**src/rtl/fb_pkg.sv**
```systemverilog
// -----------------------------------------------------------------------------
// fb_pkg
// Shared definitions for the framebuffer plot receiver:
//   - default screen geometry and framebuffer size
//   - field widths of a queued pixel write {x, y, colour}
//   - control state encoding
//   - pixel address helper (addr = y*160 + x, built from shifts)
// -----------------------------------------------------------------------------
package fb_pkg;

  localparam int H_RES_DEF = 160;
  localparam int V_RES_DEF = 120;
  localparam int FB_WORDS  = 19200;
  localparam int ADDR_W    = 15;

  localparam int X_W      = 8;
  localparam int Y_W      = 7;
  localparam int COLOUR_W = 3;
  localparam int ENTRY_W  = X_W + Y_W + COLOUR_W;

  typedef enum logic {
    ST_IDLE  = 1'b0,
    ST_CLEAR = 1'b1
  } fb_state_t;

  typedef struct packed {
    logic [X_W-1:0]      x;
    logic [Y_W-1:0]      y;
    logic [COLOUR_W-1:0] colour;
  } pixel_t;

  // y*160 + x as (y<<7) + (y<<5) + x; in-range coordinates never exceed 19199
  function automatic logic [ADDR_W-1:0] pixel_addr(input logic [X_W-1:0] px,
                                                   input logic [Y_W-1:0] py);
    logic [ADDR_W-1:0] yw;
    logic [ADDR_W-1:0] xw;
    yw = {{(ADDR_W-Y_W){1'b0}}, py};
    xw = {{(ADDR_W-X_W){1'b0}}, px};
    return (yw << 3'd7) + (yw << 3'd5) + xw;
  endfunction

endpackage

```
**src/rtl/plot_fifo.sv**
```systemverilog
// -----------------------------------------------------------------------------
// plot_fifo
// Synchronous FIFO holding queued pixel writes.
// Ports:
//   clk, rst_n        clock, asynchronous active-low reset
//   push, din         write request and entry (ignored when full)
//   pop               read request (ignored when empty); dout shows the head
//   full, empty       occupancy flags
// Pointers carry one extra wrap bit so full and empty are told apart.
// -----------------------------------------------------------------------------
module plot_fifo
  import fb_pkg::*;
#(
  parameter int DEPTH = 8,
  parameter int W     = ENTRY_W
) (
  input  logic         clk,
  input  logic         rst_n,
  input  logic         push,
  input  logic [W-1:0] din,
  input  logic         pop,
  output logic [W-1:0] dout,
  output logic         full,
  output logic         empty
);

  localparam int AW = $clog2(DEPTH);
  localparam logic [AW:0] PTR_ONE = (AW+1)'(1);

  logic [W-1:0] mem_r [DEPTH];
  logic [AW:0]  wr_ptr_r;
  logic [AW:0]  rd_ptr_r;
  logic         do_push_s;
  logic         do_pop_s;

  assign empty     = (wr_ptr_r == rd_ptr_r);
  assign full      = (wr_ptr_r[AW] != rd_ptr_r[AW]) &&
                     (wr_ptr_r[AW-1:0] == rd_ptr_r[AW-1:0]);
  assign do_push_s = push && !full;
  assign do_pop_s  = pop && !empty;
  assign dout      = mem_r[rd_ptr_r[AW-1:0]];

  // Storage array; contents are only meaningful between the pointers, so no reset
  always_ff @(posedge clk) begin
    if (do_push_s) begin
      mem_r[wr_ptr_r[AW-1:0]] <= din;
    end
  end

  // Read and write pointer advance
  always_ff @(posedge clk or negedge rst_n) begin
    if (!rst_n) begin
      wr_ptr_r <= '0;
      rd_ptr_r <= '0;
    end else begin
      if (do_push_s) begin
        wr_ptr_r <= wr_ptr_r + PTR_ONE;
      end
      if (do_pop_s) begin
        rd_ptr_r <= rd_ptr_r + PTR_ONE;
      end
    end
  end

endmodule

```
**src/rtl/fb_plot_receiver.sv**
```systemverilog
// -----------------------------------------------------------------------------
// fb_plot_receiver
// Receiving end of the painter's plot/x/y interface. Pixel writes are queued in
// a small FIFO, popped one per cycle, bounds-checked, and written to the
// 160x120 framebuffer at y*160 + x. A clear request drains the queue first and
// then writes CLEAR_COLOUR to every framebuffer word in ascending order.
// Ports:
//   CLOCK_50, resetn         clock, asynchronous active-low reset
//   plot, x, y, colour       pixel write request (taken when plot && plot_ready)
//   plot_ready               combinational: room in FIFO and no clear under way
//   clear_req, clear_done    clear request pulse / completion pulse
//   busy                     registered: queue non-empty, clear pending or clearing
//   mem_addr/data/wren       registered framebuffer write port
//   oob_count                (only with `PLOT_OOB_COUNT_EN) saturating count of
//                            out-of-range entries dropped
// Configuration macro: PLOT_OOB_COUNT_EN
// -----------------------------------------------------------------------------
module fb_plot_receiver
  import fb_pkg::*;
#(
  parameter int                  H_RES        = H_RES_DEF,
  parameter int                  V_RES        = V_RES_DEF,
  parameter int                  FIFO_DEPTH   = 8,
  parameter logic [COLOUR_W-1:0] CLEAR_COLOUR = 3'b000
) (
  input  logic                CLOCK_50,
  input  logic                resetn,
  input  logic                plot,
  input  logic [X_W-1:0]      x,
  input  logic [Y_W-1:0]      y,
  input  logic [COLOUR_W-1:0] colour,
  output logic                plot_ready,
  input  logic                clear_req,
  output logic                clear_done,
  output logic                busy,
  output logic [ADDR_W-1:0]   mem_addr,
  output logic [COLOUR_W-1:0] mem_data,
  output logic                mem_wren
`ifdef PLOT_OOB_COUNT_EN
  ,
  output logic [7:0]          oob_count
`endif
);

  localparam logic [X_W-1:0]    H_LIM    = X_W'(H_RES);
  localparam logic [Y_W-1:0]    V_LIM    = Y_W'(V_RES);
  localparam logic [ADDR_W-1:0] FB_COUNT = ADDR_W'(H_RES * V_RES);

  fb_state_t           state_r;
  logic                clear_pending_r;
  logic [ADDR_W-1:0]   clear_cnt_r;
  logic [ADDR_W-1:0]   mem_addr_r;
  logic [COLOUR_W-1:0] mem_data_r;
  logic                mem_wren_r;
  logic                clear_done_r;
  logic                busy_r;

  pixel_t              fifo_din_s;
  pixel_t              head_s;
  logic [ENTRY_W-1:0]  fifo_dout_s;
  logic                fifo_full_s;
  logic                fifo_empty_s;
  logic                push_s;
  logic                pop_s;
  logic                in_range_s;
  logic [ADDR_W-1:0]   head_addr_s;
  logic                clear_accept_s;

  assign plot_ready = !fifo_full_s && !clear_pending_r && (state_r != ST_CLEAR);
  assign push_s     = plot && plot_ready;
  // Pop only what was already queued before this edge; a same-cycle push waits
  assign pop_s      = (state_r == ST_IDLE) && !fifo_empty_s;

  assign fifo_din_s     = '{x: x, y: y, colour: colour};
  assign head_s         = pixel_t'(fifo_dout_s);
  assign in_range_s     = (head_s.x < H_LIM) && (head_s.y < V_LIM);
  assign head_addr_s    = pixel_addr(head_s.x, head_s.y);
  assign clear_accept_s = clear_req && !clear_pending_r && (state_r == ST_IDLE);

  assign mem_addr   = mem_addr_r;
  assign mem_data   = mem_data_r;
  assign mem_wren   = mem_wren_r;
  assign clear_done = clear_done_r;
  assign busy       = busy_r;

  plot_fifo #(
    .DEPTH (FIFO_DEPTH),
    .W     (ENTRY_W)
  ) u_plot_fifo (
    .clk   (CLOCK_50),
    .rst_n (resetn),
    .push  (push_s),
    .din   (fifo_din_s),
    .pop   (pop_s),
    .dout  (fifo_dout_s),
    .full  (fifo_full_s),
    .empty (fifo_empty_s)
  );

  // Control FSM: drains the queue to the write port, then runs the clear sweep
  always_ff @(posedge CLOCK_50 or negedge resetn) begin
    if (!resetn) begin
      state_r         <= ST_IDLE;
      clear_pending_r <= 1'b0;
      clear_cnt_r     <= '0;
      mem_addr_r      <= '0;
      mem_data_r      <= '0;
      mem_wren_r      <= 1'b0;
      clear_done_r    <= 1'b0;
      busy_r          <= 1'b0;
    end else begin
      busy_r <= !fifo_empty_s || clear_pending_r || (state_r == ST_CLEAR);
      case (state_r)
        ST_IDLE: begin
          clear_done_r <= 1'b0;
          if (clear_accept_s) begin
            clear_pending_r <= 1'b1;
          end
          if (pop_s) begin
            // Out-of-range entries are consumed without a write
            mem_wren_r <= in_range_s;
            if (in_range_s) begin
              mem_addr_r <= head_addr_s;
              mem_data_r <= head_s.colour;
            end
          end else begin
            mem_wren_r <= 1'b0;
            // Queue is empty here, so everything before the request is written
            if (clear_pending_r) begin
              state_r         <= ST_CLEAR;
              clear_pending_r <= 1'b0;
              clear_cnt_r     <= '0;
            end
          end
        end
        ST_CLEAR: begin
          if (clear_cnt_r < FB_COUNT) begin
            mem_addr_r   <= clear_cnt_r;
            mem_data_r   <= CLEAR_COLOUR;
            mem_wren_r   <= 1'b1;
            clear_done_r <= 1'b0;
            clear_cnt_r  <= clear_cnt_r + 15'd1;
          end else if (!clear_done_r) begin
            // Sweep finished: one cycle of clear_done while still holding off plots
            mem_wren_r   <= 1'b0;
            clear_done_r <= 1'b1;
          end else begin
            mem_wren_r   <= 1'b0;
            clear_done_r <= 1'b0;
            clear_cnt_r  <= '0;
            state_r      <= ST_IDLE;
          end
        end
        default: begin
          state_r    <= ST_IDLE;
          mem_wren_r <= 1'b0;
        end
      endcase
    end
  end

`ifdef PLOT_OOB_COUNT_EN
  logic [7:0] oob_cnt_r;

  assign oob_count = oob_cnt_r;

  // Saturating count of out-of-range entries dropped at pop time
  always_ff @(posedge CLOCK_50 or negedge resetn) begin
    if (!resetn) begin
      oob_cnt_r <= 8'd0;
    end else if (pop_s && !in_range_s && (oob_cnt_r != 8'd255)) begin
      oob_cnt_r <= oob_cnt_r + 8'd1;
    end
  end
`endif

endmodule

```
**config.mk**
```make
export PLATFORM = sky130hd
export DESIGN_NAME = fb_plot_receiver
export DESIGN_NICKNAME = d
export VERILOG_FILES = /design/src/rtl/fb_pkg.sv /design/src/rtl/plot_fifo.sv /design/src/rtl/fb_plot_receiver.sv
export SDC_FILE = /design/constraint.sdc
export NUM_CORES = 1
export LEC_CHECK = 0
export BUFFER_PORTS_ARGS = -buffer_cell sky130_fd_sc_hd__buf_2
export CORE_MARGIN = 1
export CORE_UTILIZATION = 25
export CTS_CLUSTER_DIAMETER = 100
export DETAILED_ROUTE_END_ITERATION = 12
export GPL_TIMING_DRIVEN = 0
export MAX_ROUTING_LAYER = met4
export PLACE_DENSITY = 0.48
export SYNTH_ARGS = -nofsm -noshare
export SYNTH_HDL_FRONTEND = slang
export SYNTH_HIERARCHICAL = 1
export SYNTH_SLANG_ARGS = --single-unit
```
**constraint.sdc**
```tcl
create_clock -name CLOCK_50 -period 4.55 [get_ports CLOCK_50]
set_input_delay 0.6825 -clock CLOCK_50 [delete_from_list [all_inputs] [get_ports CLOCK_50]]
set_output_delay 0.6825 -clock CLOCK_50 [all_outputs]
set_load 0.02 [all_outputs]
```
==> results of run 1 <==
[flip-flops by register name, summed over array words and instances (netlist names)]
| register | flops |
|---|---|
| busy | 1 |
| clear_done | 1 |
| mem_wren | 1 |
| u_plot_fifo/rd_ptr_r | 4 |
| mem_addr | 15 |
| u_plot_fifo/mem_r | 144 |
| clear_cnt_r | 15 |
| u_plot_fifo/wr_ptr_r | 4 |
| clear_pending_r | 1 |
| mem_data | 3 |
| state_r | 1 |
[final cells by class]
class,count,share of cell area [%]
flip-flops and latches,190,54.4
multi-input cells,279,27.6
clock buffers,17,4.22
well taps,442,5.49
clock inverters,15,1.89
inverters,15,0.559
plain buffers,30,1.89
repair buffers,65,4.00
[stage by stage]
stage | utilization (%) | area [um^2] | TNS [ns] | hold slack (ns)
global placement | 28.1 | 9220 | -226.62 | 0.471
CTS | 30.6 | 10100 | 0 | 0.475
global route | 30.6 | 10100 | 0 | 0.500
detailed placement | 28.8 | 9450 | 0 | 0.469
floorplan | - | 8450 | 0 | 0.387
finish | 30.6 | 10100 | 0 | 0.449
[Yosys cell counts (3+ instances only)]
cell / instances
mux4_2: 31
mux2_2: 12
o21ai_0: 5
a21o_1: 4
nor3_1: 5
nand2_1: 17
ha_1: 16
or4_1: 3
a211oi_1: 4
xor2_2: 3
o21ai_1: 12
and4_1: 5
dfrtp_1: 46
and2_1: 4
xnor2_1: 8
nand4_1: 7
mux4_1: 5
clkbuf_1: 6
nor4b_1: 4
mux2_4: 7
nand3b_1: 3
nor3b_1: 3
nor2_1: 10
nand2b_1: 3
inv_1: 14
nand3_1: 18
a22o_1: 3
buf_2: 17
a21oi_1: 13
or3_1: 3
a31oi_1: 7
o211ai_1: 4
buf_6: 3
edfxtp_1: 144
mux2i_1: 10
nor4_1: 4
o31ai_1: 4
and3_1: 5
[path summary, 6_finish.rpt]
check / to / slack, ns
max: mem_addr[14] / 0.66
min in group CLOCK_50: mem_addr[8] / 0.48
max reg2reg: mem_addr[14] / 0.66
min: mem_wren / 0.45
max in group asynchronous: u_plot_fifo/rd_ptr_r[1] / 3.43
min reg2reg: mem_addr[8] / 0.48
[per-layer routing]
metal | share of wire, % | wire length (um)
met1 | 46 | 9080
met2 | 51 | 10200
met3 | 2.9 | 571
met4 | 0.66 | 131
met5 | 0 | 0
[power by group through the flow]
stage	combinational [mW]	sequential, mW	clock (mW)
3_3_place_gp	1.51	2.04	0
5_1_grt	1.67	2.02	1.63
4_1_cts	1.53	2.01	1.57
2_1_floorplan	1.09	2.06	0
6_report	1.52	2.01	1.51
3_5_place_dp	1.52	2.05	0
[logic make-up after synthesis]
family / after synthesis / share of synthesized area [%]
adders and majority gates: 18 / 2.84
DFF: 190 / 64.8
AOI/OAI and AO/OA: 80 / 6.84
buffers and inverters: 45 / 2.92
xor gates and xnor gates: 12 / 1.51
and+or+nand+nor: 102 / 7.00
muxes: 67 / 14.1
==> reports/metrics.cfg, run 1 <==
[global_routing]
first_global_vias=5066
groute.usage.overall_pct=12.6
grt_start_max_net_pins=47
grt-ovfl-total=0
met3_usage_pct=2.48
busiest_layer=met2
use_met1_pct=16.0
use_met2_pct=20.8
grt_pass1_wl_um=30600
grt_antenna_before_repair=0

[timing]
timing.final.crit_share_pct=85.5
finalSetupViolCount=0
rsz0062_at_grt=no
tightest_slew_ns=1.20
skew_ns=0.0128
maxSlewHeadroom_pct=19.6
fmax_mhz=257
drv_slew=0
finalHoldViolCount=0
setup_slack_ns=0.661
min_period_ns=3.89

[synth]
synth-seq-cells=190
synth-edff-count=144
syn_nets=554
syn_inst=514
yosysUniqueCellTypes=70
yosysSeqAreaShare_pct=64.8
yosys.area.top_type=edfxtp_1
avgSynthCellArea_um2=16.4
async_flop_share_pct=24.2
synthFlopType=edfxtp_1
netlist.area_leader.share_pct=51.2
yosys_warnings=6
yosys-top-cells-area=edfxtp_1, dfrtp_1, mux4_2, ha_1, mux2_2
syn_area_um2=8450

[setup_path]
critical_path_depth=10
reg2reg_depth=10
cp_cell_sequence=clkbuf_1, mux4_2, mux2_4, ha_1, ha_1, fa_1, a21o_1, a221oi_2, nor4bb_1, o32a_1
worstPathRequired_ns=4.87
crit_path_end_kind=register
max_stage_delay_ns=0.63
crit_fanout=10
startpoint_type=register
crit_family=adder cells
timing.rr.start=u_plot_fifo/rd_ptr_r[1]
crit_top_cell=ha_1
cp.arrival_ns=4.21
critPathSlowestCell=clkbuf_1
cp.buffers_inverters=1
path_class=register to register
crit_path_start=u_plot_fifo/rd_ptr_r[1]

[floorplan]
rows=66
die_x_um=186
core_area_um2=32900
chipHeight_um=186
dieArea_um2=34500
initial_core_util_pct=25.7
pin_count=44

[power_and_ir_drop]
powerDensity_nw_per_um2=501
switchingPower_mw=1.66
swShare_pct=32.8
seqPwrFrac_pct=39.8
power_frac_comb_pct=30.1
ir_drop_uv=301
p_leak_nw=3.63
power_mw=5.05
pwr-share-clk_pct=30.0
internal_power_mw=3.39

[clock_network]
h-tree-depth=4
cts-buffers-inserted=17
clockRootBuffer=clkbuf_16
cts_resized=0
worstSkewPairLatency_ns=0.44
clock_sinks=190
cts_tree=built
cts_setup_buffers=0
cts_hold_buf=0
clk_path_buf_depth=2
clkTransAtPathRegs_ns=0.08

[run]
cap_violations=0

[drt]
totalWireLength_um=19900
drtIter0Drc=316
detail_route.wl_per_cell_um=18.9
vias_per_cell=4.60
ant_nets=0
num_vias=4841
drc_errors=0
drtPass1Iterations=6

[place]
dp.cells=1021
port_buffers=43
place.gp.congestion=0.809
place_hpwl_um=14400
place_ws_ns=0.671

[outcome]
status=finished clean

[layout]
drive_gt1_share_pct=31.4
final_cell_count_no_fill=1053
nets=638
seq_area_um2=5480
final_common_cell=edfxtp_1
nFillCells=3280
multi_input_area_um2=2780
final_cell_mix=edfxtp_1, buf_2, dfrtp_1, mux4_2, nand3_1
area_delta_synth_final_pct=19.1
diodes=0

[hold_path]
hold_path.class=input pin to async pin

Power figures use the tool's default switching activity.
==> inputs of run 2 (changes only) <==
Settings changed: CORE_UTILIZATION 25 to 54, PLACE_DENSITY 0.48 to 0.81.
==> reports/metrics.cfg, run 2 (same netlist as run 1, synthesis figures left out) <==
[outcome]
status=finished clean  ; unchanged

[timing]
fmax_mhz=256  ; was 257 MHz
tightest_slew_ns=1.19  ; was 1.20 ns
maxSlewHeadroom_pct=20.0  ; was 19.6%
timing.final.crit_share_pct=85.8  ; was 85.5%
finalSetupViolCount=0  ; unchanged
rsz0062_at_grt=no  ; unchanged
drv_slew=0  ; unchanged
skew_ns=0.0122  ; was 0.0128 ns
finalHoldViolCount=0  ; unchanged
min_period_ns=3.91  ; was 3.89 ns

[floorplan]
core_area_um2=15300  ; was 32900 um^2
dieArea_um2=16200  ; was 34500 um^2
die_x_um=127  ; was 186 um
chipHeight_um=127  ; was 186 um
pin_count=44  ; unchanged
initial_core_util_pct=55.4  ; was 25.7%
rows=45  ; was 66

[place]
placed_area_um2=9160  ; was 9450 um^2
place_hpwl_um=12200  ; was 14400 um
place.gp.congestion=0.890  ; was 0.809
port_buffers=43  ; unchanged

[layout]
drive_gt1_share_pct=30.9  ; was 31.4%
design_area_um2=9760  ; was 10100 um^2
largest_reg_flops=144  ; unchanged
nets=637  ; was 638
final_common_cell=edfxtp_1  ; unchanged
nFillCells=1085  ; was 3280
final_cell_mix=edfxtp_1, buf_2, dfrtp_1, mux4_2, buf_4  ; was edfxtp_1, buf_2, dfrtp_1, mux4_2, nand3_1
area_delta_synth_final_pct=15.5  ; was 19.1%

[clock_network]
cts-buffers-inserted=17  ; unchanged
cts_setup_buffers=0  ; unchanged
cts_hold_buf=0  ; unchanged
clockRootBuffer=clkbuf_16  ; unchanged
worstSkewPairLatency_ns=0.44  ; about the same
clk_path_buf_depth=2  ; unchanged
h-tree-depth=4  ; unchanged
clock_sinks=190  ; unchanged
cts_tree=built  ; unchanged
cts_resized=0  ; unchanged
clkTransAtPathRegs_ns=0.08  ; about the same

[drt]
totalWireLength_um=17700  ; was 19900 um
num_vias=4936  ; was 4841
drtPass1Iterations=6  ; unchanged
drc_errors=0  ; unchanged
drtIter0Drc=532  ; was 316
ant_nets=0  ; unchanged
detail_route.wl_per_cell_um=21.5  ; was 18.9 um
vias_per_cell=6.01  ; was 4.60

[global_routing]
grt_start_max_net_pins=47  ; unchanged
grt_pass1_wl_um=27600  ; was 30600 um
grt_antenna_before_repair=1  ; was 0
grt-ovfl-total=0  ; unchanged
groute.usage.overall_pct=24.2  ; was 12.6%
first_global_vias=4954  ; was 5066

[setup_path]
crit_path_end_kind=register  ; unchanged
cp_cell_sequence=clkbuf_1, mux4_2, mux2_2, ha_1, ha_1, fa_1, a21o_1, a221oi_2, nor4bb_1, o32a_1  ; was clkbuf_1, mux4_2, mux2_4, ha_1, ha_1, fa_1, a21o_1, a221oi_2, nor4bb_1, o32a_1
worstPathRequired_ns=4.88  ; was 4.87 ns
path_class=register to register  ; unchanged
crit_fanout=10  ; unchanged
cp.arrival_ns=4.23  ; was 4.21 ns
crit_top_cell=ha_1  ; unchanged
critPathSlowestCell=clkbuf_1  ; unchanged
startpoint_type=register  ; unchanged
max_stage_delay_ns=0.59  ; was 0.63 ns

[power_and_ir_drop]
powerDensity_nw_per_um2=516  ; was 501 nW/um^2
ir_drop_uv=389  ; was 301 uV
p_leak_nw=3.62  ; was 3.63 nW
power_mw=5.04  ; was 5.05 mW

[run]
cap_violations=0  ; unchanged

[hold_path]
hold_path.class=input pin to async pin  ; unchanged

[run 2: cell types whose count changed in the layout (fill, tap and decap cells not counted), sizes merged]
cell | previous run | this run
diode | 0 | 1
clkinv | 9 | 6
bufinv | 0 | 2
buf | 88 | 87
[run 2: final timing paths]
kind                                         start                 endpoint  slack [ns]  cells after the start
setup / recovery           u_plot_fifo/rd_ptr_r[1]             mem_addr[14]        0.64                     10
hold / removal                              resetn             mem_addr[13]        0.42                      1
setup reg to reg           u_plot_fifo/rd_ptr_r[1]             mem_addr[14]        0.64                     10
hold reg to reg                        mem_addr[8]              mem_addr[8]        0.49                      1
max in group asynchronous                   resetn  u_plot_fifo/wr_ptr_r[1]        3.48                      1
min in group CLOCK_50                  mem_addr[8]              mem_addr[8]        0.49                      1
[run 2: layer usage]
layer / up-vias / wire length [um] / global-route usage, %
met3: 28 / 935 / 4.94
met2: 167 / 9090 / 39.5
met5: - / 0 / -
li1: 2227 / - / -
met1: 2514 / 7350 / 30.4
met4: 0 / 285 / 8.47
[run 2: stage by stage]
stage | utilization [%] | TNS (ns) | cells | hold slack (ns) | worst slack, ns
3_5_place_dp | 60.0 | 0 | 789 | 0.474 | 0.681
6_report | 64.0 | 0 | 821 | 0.415 | 0.645
3_3_place_gp | 58.5 | -142.14 | 768 | 0.465 | -1.42
5_1_grt | 64.0 | 0 | 821 | 0.507 | 0.524
4_1_cts | 63.9 | 0 | 820 | 0.447 | 0.659
2_1_floorplan | - | 0 | 514 | 0.387 | 0.229
[run 2: final cells by class]
type | count | area [um^2] | area share (%)
inverters | 15 | 56.3 | 0.577
clock inverters | 14 | 175 | 1.80
well taps | 211 | 264 | 2.71
diodes | 1 | 2.50 | 0.0256
repair buffers | 64 | 393 | 4.03
multi-input cells | 279 | 2780 | 28.5
clock buffers | 17 | 425 | 4.36
flip-flops and latches | 190 | 5480 | 56.1
plain buffers | 30 | 190 | 1.95
[run 2: where the power goes]
part	leakage [nW]	internal [mW]	switching, mW
Combinational	1.44	0.703	0.805
Clock	0.295	0.830	0.690
Sequential	1.89	1.94	0.0762
[run 2: worst max-delay path: cells and delay by family, from the launching register on]
kind                       cells  cell delay [ns]
AOI/OAI and AO/OA              3             0.91
adders and majority gates      3             0.97
buffers and inverters          1             0.59
DFF                            1             0.47
muxes                          2             0.73
and+or+nand+nor                1             0.12
==> inputs of run 3 (changes only) <==
--- a/config.mk
+++ b/config.mk
@@ -8,2 +8,3 @@
 export BUFFER_PORTS_ARGS = -buffer_cell sky130_fd_sc_hd__buf_2
+export CAP_MARGIN = 20
 export CORE_MARGIN = 1
--- a/constraint.sdc
+++ b/constraint.sdc
@@ -3,2 +3,2 @@
 set_output_delay 0.6825 -clock CLOCK_50 [all_outputs]
-set_load 0.02 [all_outputs]
+set_load 0.01 [all_outputs]
==> reports/metrics.cfg, run 3 (same netlist as run 1, synthesis figures left out) <==
[hold_path]
hold_path.class=input pin to async pin  ; unchanged

[setup_path]
worstPathRequired_ns=4.90  ; was 4.88 ns
critPathSlowestCell=clkbuf_1  ; unchanged
cp_cell_sequence=clkbuf_1, mux4_2, mux2_2, ha_1, ha_1, fa_1, a21o_1, a2111oi_0, a31oi_1, a31oi_1  ; was clkbuf_1, mux4_2, mux2_2, ha_1, ha_1, fa_1, a21o_1, a221oi_2, nor4bb_1, o32a_1
crit_path_end_kind=register  ; unchanged
r2r_setup_slack_ns=0.55  ; was 0.64 ns
cp.arrival_ns=4.35  ; was 4.23 ns
startpoint_type=register  ; unchanged
path_class=register to register  ; unchanged
crit_family=compound AO/OA/AOI/OAI gates  ; was adder cells
crit_fanout=10  ; unchanged
cp.buffers_inverters=1  ; unchanged
max_stage_delay_ns=0.62  ; was 0.59 ns

[drt]
vias_per_cell=6.05  ; was 6.01
ant_nets=0  ; unchanged
totalWireLength_um=17700  ; about the same
drtIter0Drc=381  ; was 532
drc_errors=0  ; unchanged
num_vias=4981  ; was 4936
detail_route.wl_per_cell_um=21.5  ; about the same
drtPass1Iterations=5  ; was 6

[timing]
min_period_ns=4.00  ; was 3.91 ns
fmax_mhz=250  ; was 256 MHz
skew_ns=0.0144  ; was 0.0122 ns
finalHoldViolCount=0  ; unchanged
rsz0062_at_grt=no  ; unchanged
setup_tns_ns=0  ; unchanged
finalSetupViolCount=0  ; unchanged
holdWs_ns=0.0827  ; was 0.415 ns
timing.final.crit_share_pct=87.9  ; was 85.8%
tightest_slew_ns=0.917  ; was 1.19 ns
drv_slew=0  ; unchanged
maxSlewHeadroom_pct=38.3  ; was 20.0%

[power_and_ir_drop]
pwr-share-clk_pct=30.1  ; was 30.2%
powerDensity_nw_per_um2=511  ; was 516 nW/um^2
power_frac_comb_pct=29.6  ; was 29.9%
internal_power_mw=3.47  ; about the same
power_mw=5.00  ; was 5.04 mW
swShare_pct=30.7  ; was 31.2%
ir_drop_uv=395  ; was 389 uV
p_leak_nw=3.64  ; was 3.62 nW
switchingPower_mw=1.54  ; was 1.57 mW
seqPwrFrac_pct=40.2  ; was 39.9%

[floorplan]
chipHeight_um=127  ; unchanged
pin_count=44  ; unchanged
initial_core_util_pct=55.4  ; unchanged
dieArea_um2=16200  ; unchanged
rows=45  ; unchanged
die_x_um=127  ; unchanged
core_area_um2=15300  ; unchanged

[place]
place_hpwl_um=12200  ; about the same
port_buffers=43  ; unchanged
placed_area_um2=9160  ; unchanged
dp.cells=789  ; unchanged
place.gp.congestion=0.890  ; unchanged

[layout]
nets=639  ; was 637
drive_gt1_share_pct=31.1  ; was 30.9%
final_cell_count_no_fill=823  ; was 821
final_cell_mix=edfxtp_1, buf_2, dfrtp_1, mux4_2, buf_4  ; unchanged
nFillCells=1084  ; was 1085
seq_area_um2=5480  ; unchanged
area_delta_synth_final_pct=15.8  ; was 15.5%
largest_reg_flops=144  ; unchanged
final_common_cell=edfxtp_1  ; unchanged
design_area_um2=9790  ; was 9760 um^2
multi_input_area_um2=2780  ; unchanged

[clock_network]
cts_tree=built  ; unchanged
clkTransAtPathRegs_ns=0.07  ; was 0.08 ns
worstSkewPairLatency_ns=0.44  ; about the same
clockRootBuffer=clkbuf_16  ; unchanged
cts-buffers-inserted=17  ; unchanged
clk_path_buf_depth=2  ; unchanged
cts_setup_buffers=0  ; unchanged
h-tree-depth=4  ; unchanged
clock_sinks=190  ; unchanged
cts_resized=0  ; unchanged
cts_hold_buf=0  ; unchanged

[global_routing]
busiest_layer=met2  ; unchanged
met3_usage_pct=4.61  ; was 4.94%
groute.usage.overall_pct=24.3  ; was 24.2%
use_met2_pct=39.9  ; was 39.5%
grt_start_max_net_pins=47  ; unchanged
grt_pass1_wl_um=27800  ; was 27600 um
first_global_vias=4946  ; was 4954
use_met1_pct=30.3  ; was 30.4%
grt-ovfl-total=0  ; unchanged
grt_antenna_before_repair=1  ; unchanged

[run]
cap_violations=0  ; unchanged

[outcome]
status=finished clean  ; unchanged

run 3: changes by cell type in the layout (fill, tap and decap cells not counted):
cell    change
buf_4       +1
buf_12      +1
run 3: worst paths after layout:
check                      cells past startpoint            to               startpoint
max in group asynchronous                      2       state_r                   resetn
setup / recovery                              10  mem_addr[10]  u_plot_fifo/rd_ptr_r[1]
setup reg to reg                              10  mem_addr[10]  u_plot_fifo/rd_ptr_r[1]
hold reg to reg                                1   mem_addr[8]              mem_addr[8]
hold / removal                                 1  mem_addr[13]                   resetn
min in group CLOCK_50                          1   mem_addr[8]              mem_addr[8]
run 3: final cells by class:
cell class / instances / area share [%]
plain buffers: 30 / 1.94
repair buffers: 66 / 4.30
inverters: 15 / 0.575
flip-flops and latches: 190 / 56.0
clock inverters: 14 / 1.79
diodes: 1 / 0.0256
clock buffers: 17 / 4.35
well taps: 211 / 2.70
multi-input cells: 279 / 28.4
run 3: metal layers:
layer	share of wire [%]	routed length [um]	vias to the layer above
met4	2.1	369	0
met1	42	7450	2526
met3	4.8	852	37
li1	-	-	2239
met2	51	9010	179
met5	0	0	-
run 3: per-stage QoR:
| stage | utilization (%) | setup slack, ns |
|---|---|---|
| after floorplan | - | 0.460 |
| after global placement | 58.5 | -1.42 |
| after detailed placement | 60.0 | 0.707 |
| after CTS | 63.9 | 0.598 |
| after global routing | 64.1 | 0.404 |
| final | 64.1 | 0.549 |
run 3: power by group through the flow:
stage,Clock [mW],Sequential (mW),Combinational [mW]
floorplan,0,2.04,1.09
finish,1.51,2.01,1.48
global placement,0,2.04,1.41
CTS,1.53,2.01,1.48
detailed placement,0,2.05,1.46
global route,1.59,2.02,1.62
